<file path="config.mk">
export PLATFORM = sky130hd
export DESIGN_NAME = nov2ph_seq
export DESIGN_NICKNAME = d
export VERILOG_FILES = /design/src/rtl/nov2ph_seq.sv
export SDC_FILE = /design/constraint.sdc
export NUM_CORES = 1
export LEC_CHECK = 0
export CORE_ASPECT_RATIO = 1.25
export CORE_MARGIN = 8
export CORE_UTILIZATION = 45
export DETAILED_ROUTE_END_ITERATION = 8
export PLACE_DENSITY = 0.68
export SYNTH_ARGS = -nofsm -noshare
export SYNTH_HDL_FRONTEND = slang
export SYNTH_SLANG_ARGS = --single-unit
</file>
<file path="constraint.sdc">
create_clock -name clk -period 3.3 [get_ports clk]
set_input_delay 0.66 -clock clk [delete_from_list [all_inputs] [get_ports clk]]
set_output_delay 0.66 -clock clk [all_outputs]
set_load 0.01 [all_outputs]
</file>
<file path="src/rtl/nov2ph_seq.sv">
// Burst sequencer driving the nov2ph phase clock: integrator reset, n programmable periods, flush, done pulse.
// Optional abort of RESET/RUN is compiled in with NOV2PH_SEQ_ABORT_EN.
module nov2ph_seq #(
    parameter int HALF_W     = 8,
    parameter int N_W        = 10,
    parameter int RST_CYC    = 4,
    parameter int SETTLE_CYC = 2
) (
    input  logic              clk,
    input  logic              rst,
    input  logic              start,
    input  logic              abort,
    input  logic [HALF_W-1:0] half_per,
    input  logic [N_W-1:0]    n_per,
    output logic              phclk,
    output logic              int_rst,
    output logic              busy,
    output logic              done,
    output logic [N_W-1:0]    per_cnt
);

    localparam int MAX_CYC = (RST_CYC > SETTLE_CYC) ? RST_CYC : SETTLE_CYC;
    localparam int CNT_W   = (MAX_CYC > 1) ? $clog2(MAX_CYC) : 1;
    localparam logic [CNT_W-1:0] RST_LD    = CNT_W'(RST_CYC - 1);
    localparam logic [CNT_W-1:0] SETTLE_LD = CNT_W'(SETTLE_CYC - 1);

    typedef enum logic [2:0] {
        S_IDLE,
        S_RESET,
        S_RUN,
        S_SETTLE,
        S_DONE
    } state_t;

    state_t            state_q, state_d;
    logic [CNT_W-1:0]  cyc_q, cyc_d;
    logic [HALF_W-1:0] half_q, half_d;
    logic [HALF_W-1:0] half_cnt_q, half_cnt_d;
    logic [N_W-1:0]    nper_q, nper_d;
    logic [N_W-1:0]    per_cnt_q, per_cnt_d;
    logic              phclk_q, phclk_d;
    logic              int_rst_q, int_rst_d;
    logic              busy_q, busy_d;
    logic              done_q, done_d;
    logic              abort_hit;

`ifdef NOV2PH_SEQ_ABORT_EN
    assign abort_hit = abort;
`else
    logic unused_abort;
    assign unused_abort = abort;
    assign abort_hit    = 1'b0;
`endif

    always_comb begin
        state_d    = state_q;
        cyc_d      = cyc_q;
        half_d     = half_q;
        half_cnt_d = half_cnt_q;
        nper_d     = nper_q;
        per_cnt_d  = per_cnt_q;
        phclk_d    = phclk_q;

        unique case (state_q)
            S_IDLE: begin
                if (start) begin
                    half_d    = (half_per == '0) ? HALF_W'(1) : half_per;
                    nper_d    = n_per;
                    per_cnt_d = '0;
                    cyc_d     = RST_LD;
                    state_d   = S_RESET;
                end
            end
            S_RESET: begin
                if (abort_hit) begin
                    cyc_d   = SETTLE_LD;
                    state_d = S_SETTLE;
                end else if (cyc_q == '0) begin
                    if (nper_q != '0) begin
                        half_cnt_d = '0;
                        phclk_d    = 1'b1;
                        state_d    = S_RUN;
                    end else begin
                        cyc_d   = SETTLE_LD;
                        state_d = S_SETTLE;
                    end
                end else begin
                    cyc_d = cyc_q - 1'b1;
                end
            end
            S_RUN: begin
                if (abort_hit) begin
                    cyc_d   = SETTLE_LD;
                    state_d = S_SETTLE;
                end else if (half_cnt_q == half_q - 1'b1) begin
                    half_cnt_d = '0;
                    if (phclk_q) begin
                        phclk_d = 1'b0;
                    end else begin
                        // last low cycle of the period: count it, saturating at n
                        if (per_cnt_q != nper_q) begin
                            per_cnt_d = per_cnt_q + 1'b1;
                        end
                        if (per_cnt_q + 1'b1 >= nper_q) begin
                            cyc_d   = SETTLE_LD;
                            state_d = S_SETTLE;
                        end else begin
                            phclk_d = 1'b1;
                        end
                    end
                end else begin
                    half_cnt_d = half_cnt_q + 1'b1;
                end
            end
            S_SETTLE: begin
                if (cyc_q == '0) begin
                    state_d = S_DONE;
                end else begin
                    cyc_d = cyc_q - 1'b1;
                end
            end
            S_DONE: begin
                state_d = S_IDLE;
            end
            default: begin
                state_d = S_IDLE;
            end
        endcase

        // phclk only ever leaves the flop high while RUN continues
        if (state_d != S_RUN) begin
            phclk_d = 1'b0;
        end
        int_rst_d = (state_d == S_RESET);
        busy_d    = (state_d == S_RESET) || (state_d == S_RUN) || (state_d == S_SETTLE);
        done_d    = (state_d == S_DONE);
    end

    always_ff @(posedge clk) begin
        if (rst) begin
            state_q    <= S_IDLE;
            cyc_q      <= '0;
            half_q     <= '0;
            half_cnt_q <= '0;
            nper_q     <= '0;
            per_cnt_q  <= '0;
            phclk_q    <= 1'b0;
            int_rst_q  <= 1'b0;
            busy_q     <= 1'b0;
            done_q     <= 1'b0;
        end else begin
            state_q    <= state_d;
            cyc_q      <= cyc_d;
            half_q     <= half_d;
            half_cnt_q <= half_cnt_d;
            nper_q     <= nper_d;
            per_cnt_q  <= per_cnt_d;
            phclk_q    <= phclk_d;
            int_rst_q  <= int_rst_d;
            busy_q     <= busy_d;
            done_q     <= done_d;
        end
    end

    assign phclk   = phclk_q;
    assign int_rst = int_rst_q;
    assign busy    = busy_q;
    assign done    = done_q;
    assign per_cnt = per_cnt_q;

endmodule

</file>
==> reports/results.txt, run 1 <==
Routed WL = 5990 um
Crit end category = flop
Avg Inst Size Synth = 8.03 sq um
Met1 usage = 0.167
Synth top area share = 0.345
Outcome = finished, final reports clean
Min Tclk post-route = 2.98 ns
Peak fanout along the critical path = 5
Layout cell share with drive strength beyond 1 = 0.0588
Sequential fraction of the synthesis area = 0.345
Post-CTS Setup Bufs = 0
Boundary Pins = 36
Clock Tree Root = clkbuf_8
RSZ-0062 raised after global routing = no
H-tree depth reported by CTS = 2
Avg WL per Cell = 14.2 um
Core Region = 5700 sq um
Leading area contributor after synthesis = dfxtp_1
CTS Buffer Depth = 2
CTS tree = done
Routed vias = 2300
Critical path class = flop to flop
Clk_skew = 0.0100 ns
Synth async-reset ratio = 0
Num CTS Buffers = 5
DP HPWL = 4660 um
Pwr/cell area = 508 nW/um^2
Clock network power share = 0.201
Crit start category = flop
Fmax achieved = 336 MHz
Final std cells w/o fill = 423
RR Endpoint = cyc_q[0]
Setup TNS = 0 ns
Number of global-route vias before repair = 2168
Top cells by area, synth = dfxtp_1, nand2_1, ha_1, xor2_1, a21oi_1
Max_cap viols = 0
Vias/cell = 5.44
Post-synth top cells = nand2_1, dfxtp_1, nor2_1
Post-synth EDFFs = 0
Synth cell types = 51
Sink Count = 45
Initial antenna violation count = 0
Global-route wire length before repair = 10400 um
GRT Overall Usage = 0.147
Ant. Diodes = 0
Cts repair resizes = 0
Final period utilization = 0.902
P_int = 1.01 mW
Finish-stage setup viols = 0
Final Max Tran Viols = 0
Yosys warns = 0
DRC = 0
CP arrival = 3.16 ns
Initial DRC Count = 107
Largest net degree at the start of global routing = 21
CP endpoint = cyc_q[0]
Critical Path RT = 3.49 ns
Worst Hold Class = flop to flop
Launch point of the critical path = per_cnt[1]
Cell count after placement = 417
Comb pwr share = 0.359
Syn nets = 362
P&R area growth vs syn = 19.0%
R2R depth = 11
CTS Hold Bufs = 0
Placer Congestion = 0.902
Nets = 395
Syn Inst Count = 325
Chip Height = 101 um
P_leak = 1.26 nW
R2R Setup Slk = 0.32 ns
Most used flip-flop cell after synthesis = dfxtp_1
Starting Density = 0.458
Final Hold Fails = 0
Yosys reg bits = 45
Synthesized cell area = 2610 sq um
M3 GR Usage = 0.0370
Drt pass-1 iters = 4
Die Width = 84.1 um
Most frequent cell after synthesis = nand2_1
Switching part of the total = 0.358
Reg power frac = 0.440
Row count = 31
WHS = 0.471 ns
Fin util = 0.545
Reg2reg start = per_cnt[1]
Layer with the highest usage = met2
Worst VDD drop = 0.279 mV
Die ar. = 8510 sq um
Clk_lat worst skew = 0.30 ns
Worst-Margin Slew = 0.615 ns
Worst-path clk slew = 0.08 ns
Met2 usage in global routing = 0.262
GRT overflow = 0
Net switching power = 565 uW
DRT antenna net count = 0
Normalized max-slew margin = 0.590
Port bufs = 34
[flip-flops by register name, indices dropped and copies added, names as in the netlist]
register,cells
cyc_q,2
half_cnt_q,8
done,1
phclk,1
busy,1
per_cnt,10
int_rst,1
state_q,3
half_q,8
nper_q,10
[area by class of cell]
type / count / area, sq um
inverter: 16 / 60.1
fill: 542 / 2590
timing repair buffer: 41 / 393
sequential: 45 / 901
multi-input combinational: 249 / 1600
tap: 66 / 82.6
clock buffer: 5 / 68.8
clock inverter: 1 / 5.00
[layout by cell type, fill, tap and decap left out, types with 5 or more instances in the layout]
cell | netlist | layout
clkdlybuf4s50_1 | 0 | 34
or3_1 | 5 | 5
nor2b_1 | 5 | 5
dfxtp_1 | 45 | 45
nor2_1 | 23 | 23
inv_1 | 16 | 16
a21oi_1 | 22 | 22
xor2_1 | 21 | 21
buf_4 | 0 | 7
nor3_1 | 10 | 9
nor4_1 | 5 | 5
nand4_1 | 6 | 6
nand2_1 | 51 | 51
xnor2_1 | 11 | 11
ha_1 | 15 | 15
nand3_1 | 10 | 10
nand2b_1 | 9 | 9
clkbuf_8 | 0 | 5
a21o_1 | 5 | 5
[worst min-delay path by stage]
stage | cells after the start | startpoint | to
2_1_floorplan | 2 | half_q[7] | half_q[7]
3_5_place_dp | 2 | half_q[7] | half_q[7]
6_report | 2 | half_q[7] | half_q[7]
5_1_grt | 2 | half_q[1] | half_q[1]
4_1_cts | 2 | half_q[7] | half_q[7]
3_3_place_gp | 2 | half_q[7] | half_q[7]
[per-layer routing]
| layer | routed length [um] | up-vias |
|---|---|---|
| li1 | - | 1190 |
| met1 | 2610 | 1073 |
| met2 | 3090 | 32 |
| met3 | 227 | 5 |
| met4 | 68 | 0 |
| met5 | 0 | - |
[worst max-delay path, cell delays in order, from the launching register on]
cell	delay, ns
dfxtp_1	0.43
ha_1	0.29
and3_1	0.29
nand3_1	0.16
nor2_1	0.16
xor2_1	0.22
ha_1	0.28
nand4_1	0.11
nor3_1	0.07
nor3_1	0.32
o41a_1	0.23
mux2_4	0.30
[cells by family (layout without fill, tap and decap cells)]
family / after synthesis / after routing / synth area share
fa+ha+maj: 15 / 15 / 0.0719
flops: 45 / 45 / 0.345
simple gates: 140 / 140 / 0.265
buf+inv: 31 / 63 / 0.0451
compound gates: 57 / 57 / 0.144
xor+xnor: 32 / 32 / 0.107
mux: 5 / 5 / 0.0220
[stage by stage]
step           worst slack, ns  instance area [sq um]  total power, mW
2_1_floorplan            0.474                   2610             1.11
3_3_place_gp             0.379                   3030             1.26
3_5_place_dp             0.325                   3030             1.28
4_1_cts                  0.305                   3110             1.60
5_1_grt                  0.126                   3110             1.70
6_report                 0.324                   3110             1.58
[power by group through the flow]
stage                     registers, mW  clock network, mW  logic, mW
after CTS                         0.696              0.329      0.574
after detailed placement          0.709                  0      0.571
after floorplan                   0.679                  0      0.435
final                             0.696              0.317      0.567
after global placement            0.706                  0      0.559
after global routing              0.710              0.346      0.642
Power figures use the tool's default switching activity.
==> inputs of run 2 (changes only) <==
Settings changed: CELL_PAD_IN_SITES_DETAIL_PLACEMENT set to 1, CELL_PAD_IN_SITES_GLOBAL_PLACEMENT set to 1, CORE_UTILIZATION 45 to 44, PLACE_DENSITY 0.68 to not set, PLACE_DENSITY_LB_ADDON set to 0.1.
Clock period 3.3 ns to 3.5 ns, I/O delays scaled along.
==> reports/results.txt, run 2 (synthesis gave the netlist of run 1 again) <==
Most frequent cells in the layout = nand2_1, dfxtp_1, clkdlybuf4s50_1
Routed vias = 2348
RSZ-0062 raised after global routing = no
Worst-Margin Slew = 0.607 ns
Min Tclk post-route = 3.01 ns
Die Width = 84.9 um
Sink Count = 45
Cell count after placement = 418
Final std cells w/o fill = 426
Global-route wire length before repair = 11900 um
P_leak = 1.29 nW
Drt pass-1 iters = 4
GRT Overall Usage = 0.169
Commonest non-fill, non-tap cell in the layout = nand2_1
P&R area growth vs syn = 20.9%
Worst-path clk slew = 0.09 ns
Crit end category = flop
Setup TNS = 0 ns
Fin util = 0.546
Initial antenna violation count = 0
Ant. Diodes = 0
Initial DRC Count = 56
Finish-stage setup viols = 0
H-tree depth reported by CTS = 2
Vias/cell = 5.51
Placer Congestion = 0.856
GRT overflow = 0
Critical Path RT = 3.69 ns
Avg WL per Cell = 16.1 um
Starting Density = 0.452
Num CTS Buffers = 5
Port bufs = 34
Nets = 396
Critical path class = flop to flop
Fmax achieved = 332 MHz
Normalized max-slew margin = 0.595
Number of global-route vias before repair = 2567
Clock Tree Root = clkbuf_8
Layout cell share with drive strength beyond 1 = 0.0639
Post-CTS Setup Bufs = 0
Chip Height = 102 um
Final period utilization = 0.861
Routed WL = 6860 um
DRT antenna net count = 0
Final Max Tran Viols = 0
Peak fanout along the critical path = 5
Final Hold Fails = 0
Clk_lat worst skew = 0.30 ns
Largest net degree at the start of global routing = 20
DP HPWL = 5360 um
Cts repair resizes = 0
CTS Buffer Depth = 2
CTS Hold Bufs = 0
Row count = 31
Clk_skew = 0.0123 ns
Final Power = 1.62 mW
Worst VDD drop = 0.275 mV
Pwr/cell area = 513 nW/um^2
Worst Hold Class = flop to flop
Crit start category = flop
Max_cap viols = 0
CTS tree = done
DRC = 0
Die ar. = 8670 sq um
CP arrival = 3.21 ns
Core Region = 5780 sq um
Outcome = finished, final reports clean
Boundary Pins = 36
run 2: final timing paths:
kind / startpoint / end / slack (ns) / cells past startpoint
setup / recovery: per_cnt[1] / cyc_q[0] / 0.49 / 11
hold / removal: half_q[6] / half_q[6] / 0.49 / 2
setup reg to reg: per_cnt[1] / cyc_q[0] / 0.49 / 11
hold reg to reg: half_q[6] / half_q[6] / 0.49 / 2
run 2: per-stage QoR:
step | hold WS, ns | setup WS (ns) | cell area [sq um]
finish | 0.486 | 0.487 | 3160
global route | 0.529 | 0.210 | 3160
CTS | 0.492 | 0.460 | 3160
detailed placement | 0.480 | 0.484 | 3040
global placement | 0.475 | 0.539 | 3040
floorplan | 0.450 | 0.674 | 2610
run 2: worst max-delay path, cell delays in order (launching register included):
cell and delay [ns]:
dfxtp_1 0.45, ha_1 0.31, and3_1 0.31, nand3_1 0.17, nor2_1 0.16, xor2_1 0.21, ha_1 0.28, nand4_1 0.10
nor3_1 0.06, nor3_1 0.30, o41a_1 0.25, mux2_4 0.31
run 2: layout make-up:
class | count | area, sq um
clock buffers | 7 | 86.3
clock inverters | 1 | 30.0
fillers | 719 | 2620
inverters | 16 | 60.1
multi-input cells | 249 | 1600
flip-flops and latches | 45 | 901
well taps | 66 | 82.6
repair buffers | 42 | 400
run 2: per-layer routing:
metal,GRT usage,up-vias,part of all wire
met3,0.0306,4,0.024
met4,0.0385,0,0.0083
met1,0.177,1138,0.42
met2,0.339,21,0.55
met5,0,-,0
li1,-,1185,-
run 2: power breakdown:
part	switching, mW	internal [mW]
combinational	0.301	0.248
clock	0.179	0.233
sequential	0.0810	0.577
total	0.561	1.06
==> inputs of run 3 (changes only) <==
Settings changed: CELL_PAD_IN_SITES_DETAIL_PLACEMENT 1 to 0, CORE_MARGIN 8 to 10, TNS_END_PERCENT set to 50.
==> reports/results.txt, run 3 (synthesis gave the netlist of run 1 again) <==
Outcome = finished, final reports clean
Net switching power = 548 uW
Starting Density = 0.452
CTS tree = done
DRC = 0
Drt pass-1 iters = 4
Global-route wire length before repair = 10400 um
Boundary Pins = 36
Worst VDD drop = 0.254 mV
Normalized max-slew margin = 0.592
Chip Height = 106 um
Commonest non-fill, non-tap cell in the layout = nand2_1
Final Hold Fails = 0
H-tree depth reported by CTS = 2
Number of global-route vias before repair = 2219
Vias/cell = 5.39
RR Endpoint = cyc_q[0]
Setup TNS = 0 ns
Endpoint, Worst Hold = half_q[7]
Reg power frac = 0.408
Critical path class = flop to flop
P_int = 1.06 mW
WHS = 0.480 ns
Reg2reg start = per_cnt[1]
P_leak = 1.29 nW
CTS Buffer Depth = 2
Die Width = 88.9 um
Sink Count = 45
Hold path depth = 2
Final period utilization = 0.867
Most frequent cells in the layout = nand2_1, dfxtp_1, clkdlybuf4s50_1
Peak fanout along the critical path = 5
Placer Congestion = 0.824
Die ar. = 9430 sq um
Switching part of the total = 0.341
Clock Tree Root = clkbuf_8
Initial antenna violation count = 0
Largest net degree at the start of global routing = 20
Critical Path RT = 3.69 ns
Worst-Margin Slew = 0.611 ns
Final Max Tran Viols = 0
Nets = 396
Cts repair resizes = 0
Min Tclk post-route = 3.03 ns
Max_cap viols = 0
Crit start category = flop
CP arrival = 3.22 ns
GRT Overall Usage = 0.136
GRT overflow = 0
Clk_skew = 0.00492 ns
Crit end category = flop
DRT antenna net count = 0
Worst Hold Class = flop to flop
Worst-path clk slew = 0.09 ns
Avg WL per Cell = 14.9 um
Pwr/cell area = 508 nW/um^2
HP Start = half_q[7]
Clock network power share = 0.256
Routed WL = 6330 um
Ant. Diodes = 0
Clk_lat worst skew = 0.29 ns
Layout cell share with drive strength beyond 1 = 0.0667
R2R Setup Slk = 0.47 ns
Num CTS Buffers = 5
R2R depth = 11
Row count = 31
P&R area growth vs syn = 21.1%
Routed vias = 2296
RSZ-0062 raised after global routing = no
Port bufs = 34
Fmax achieved = 330 MHz
CTS Hold Bufs = 0
Post-CTS Setup Bufs = 0
Finish-stage setup viols = 0
Core Region = 5780 sq um
Initial DRC Count = 102
DP HPWL = 4940 um
Comb pwr share = 0.336
## run 3: changes by cell type in the layout (fill, tap and decap cells not counted), sizes merged
| cell | change |
|---|---|
| clkinvlp | +1 |
| clkbuf | -1 |
## run 3: worst max-delay path by stage
stage	slack, ns	from	depth (start not counted)	endpoint
final	0.47	per_cnt[1]	11	cyc_q[0]
after global routing	0.24	per_cnt[1]	12	cyc_q[1]
after CTS	0.45	per_cnt[1]	11	cyc_q[0]
after detailed placement	0.47	per_cnt[1]	11	cyc_q[0]
after global placement	0.54	per_cnt[1]	11	cyc_q[0]
after floorplan	0.67	per_cnt[2]	12	cyc_q[0]
## run 3: cell type report
| type | count | area (sq um) |
|---|---|---|
| fill | 586 | 2620 |
| inverter | 16 | 60.1 |
| tap | 66 | 82.6 |
| multi-input combinational | 249 | 1600 |
| sequential | 45 | 901 |
| clock inverter | 2 | 37.5 |
| timing repair buffer | 42 | 400 |
| clock buffer | 6 | 82.6 |
## run 3: routing by layer
layer  GRT usage  wire length (um)  vias to the layer above
met4      0.0417                91                        0
li1            -                 -                     1186
met5           0                 0                        -
met1       0.153              2660                     1070
met3      0.0237               236                        5
met2       0.250              3350                       35
## run 3: critical path: stages (launching register included)
cell	delay, ns
dfxtp_1	0.44
ha_1	0.33
and3_1	0.30
nand3_1	0.16
nor2_1	0.16
xor2_1	0.24
ha_1	0.29
nand4_1	0.10
nor3_1	0.06
nor3_1	0.31
o41a_1	0.24
mux2_4	0.31
## run 3: power by group through the flow
stage	registers, mW	clock network [mW]	logic, mW
after detailed placement	0.667	0	0.545
after floorplan	0.640	0	0.410
after global placement	0.666	0	0.538
after global routing	0.667	0.444	0.609
final	0.655	0.411	0.541
after CTS	0.656	0.424	0.549
## run 3: through the flow
step           total power, mW  setup slack (ns)  instance area (sq um)  utilization  std cells
2_1_floorplan             1.05             0.674                   2610            -        325
5_1_grt                   1.72             0.245                   3160        0.547        426
3_3_place_gp              1.20             0.539                   3040        0.526        418
3_5_place_dp              1.21             0.471                   3040        0.526        418
6_report                  1.61             0.467                   3160        0.547        426
4_1_cts                   1.63             0.450                   3160        0.547        426
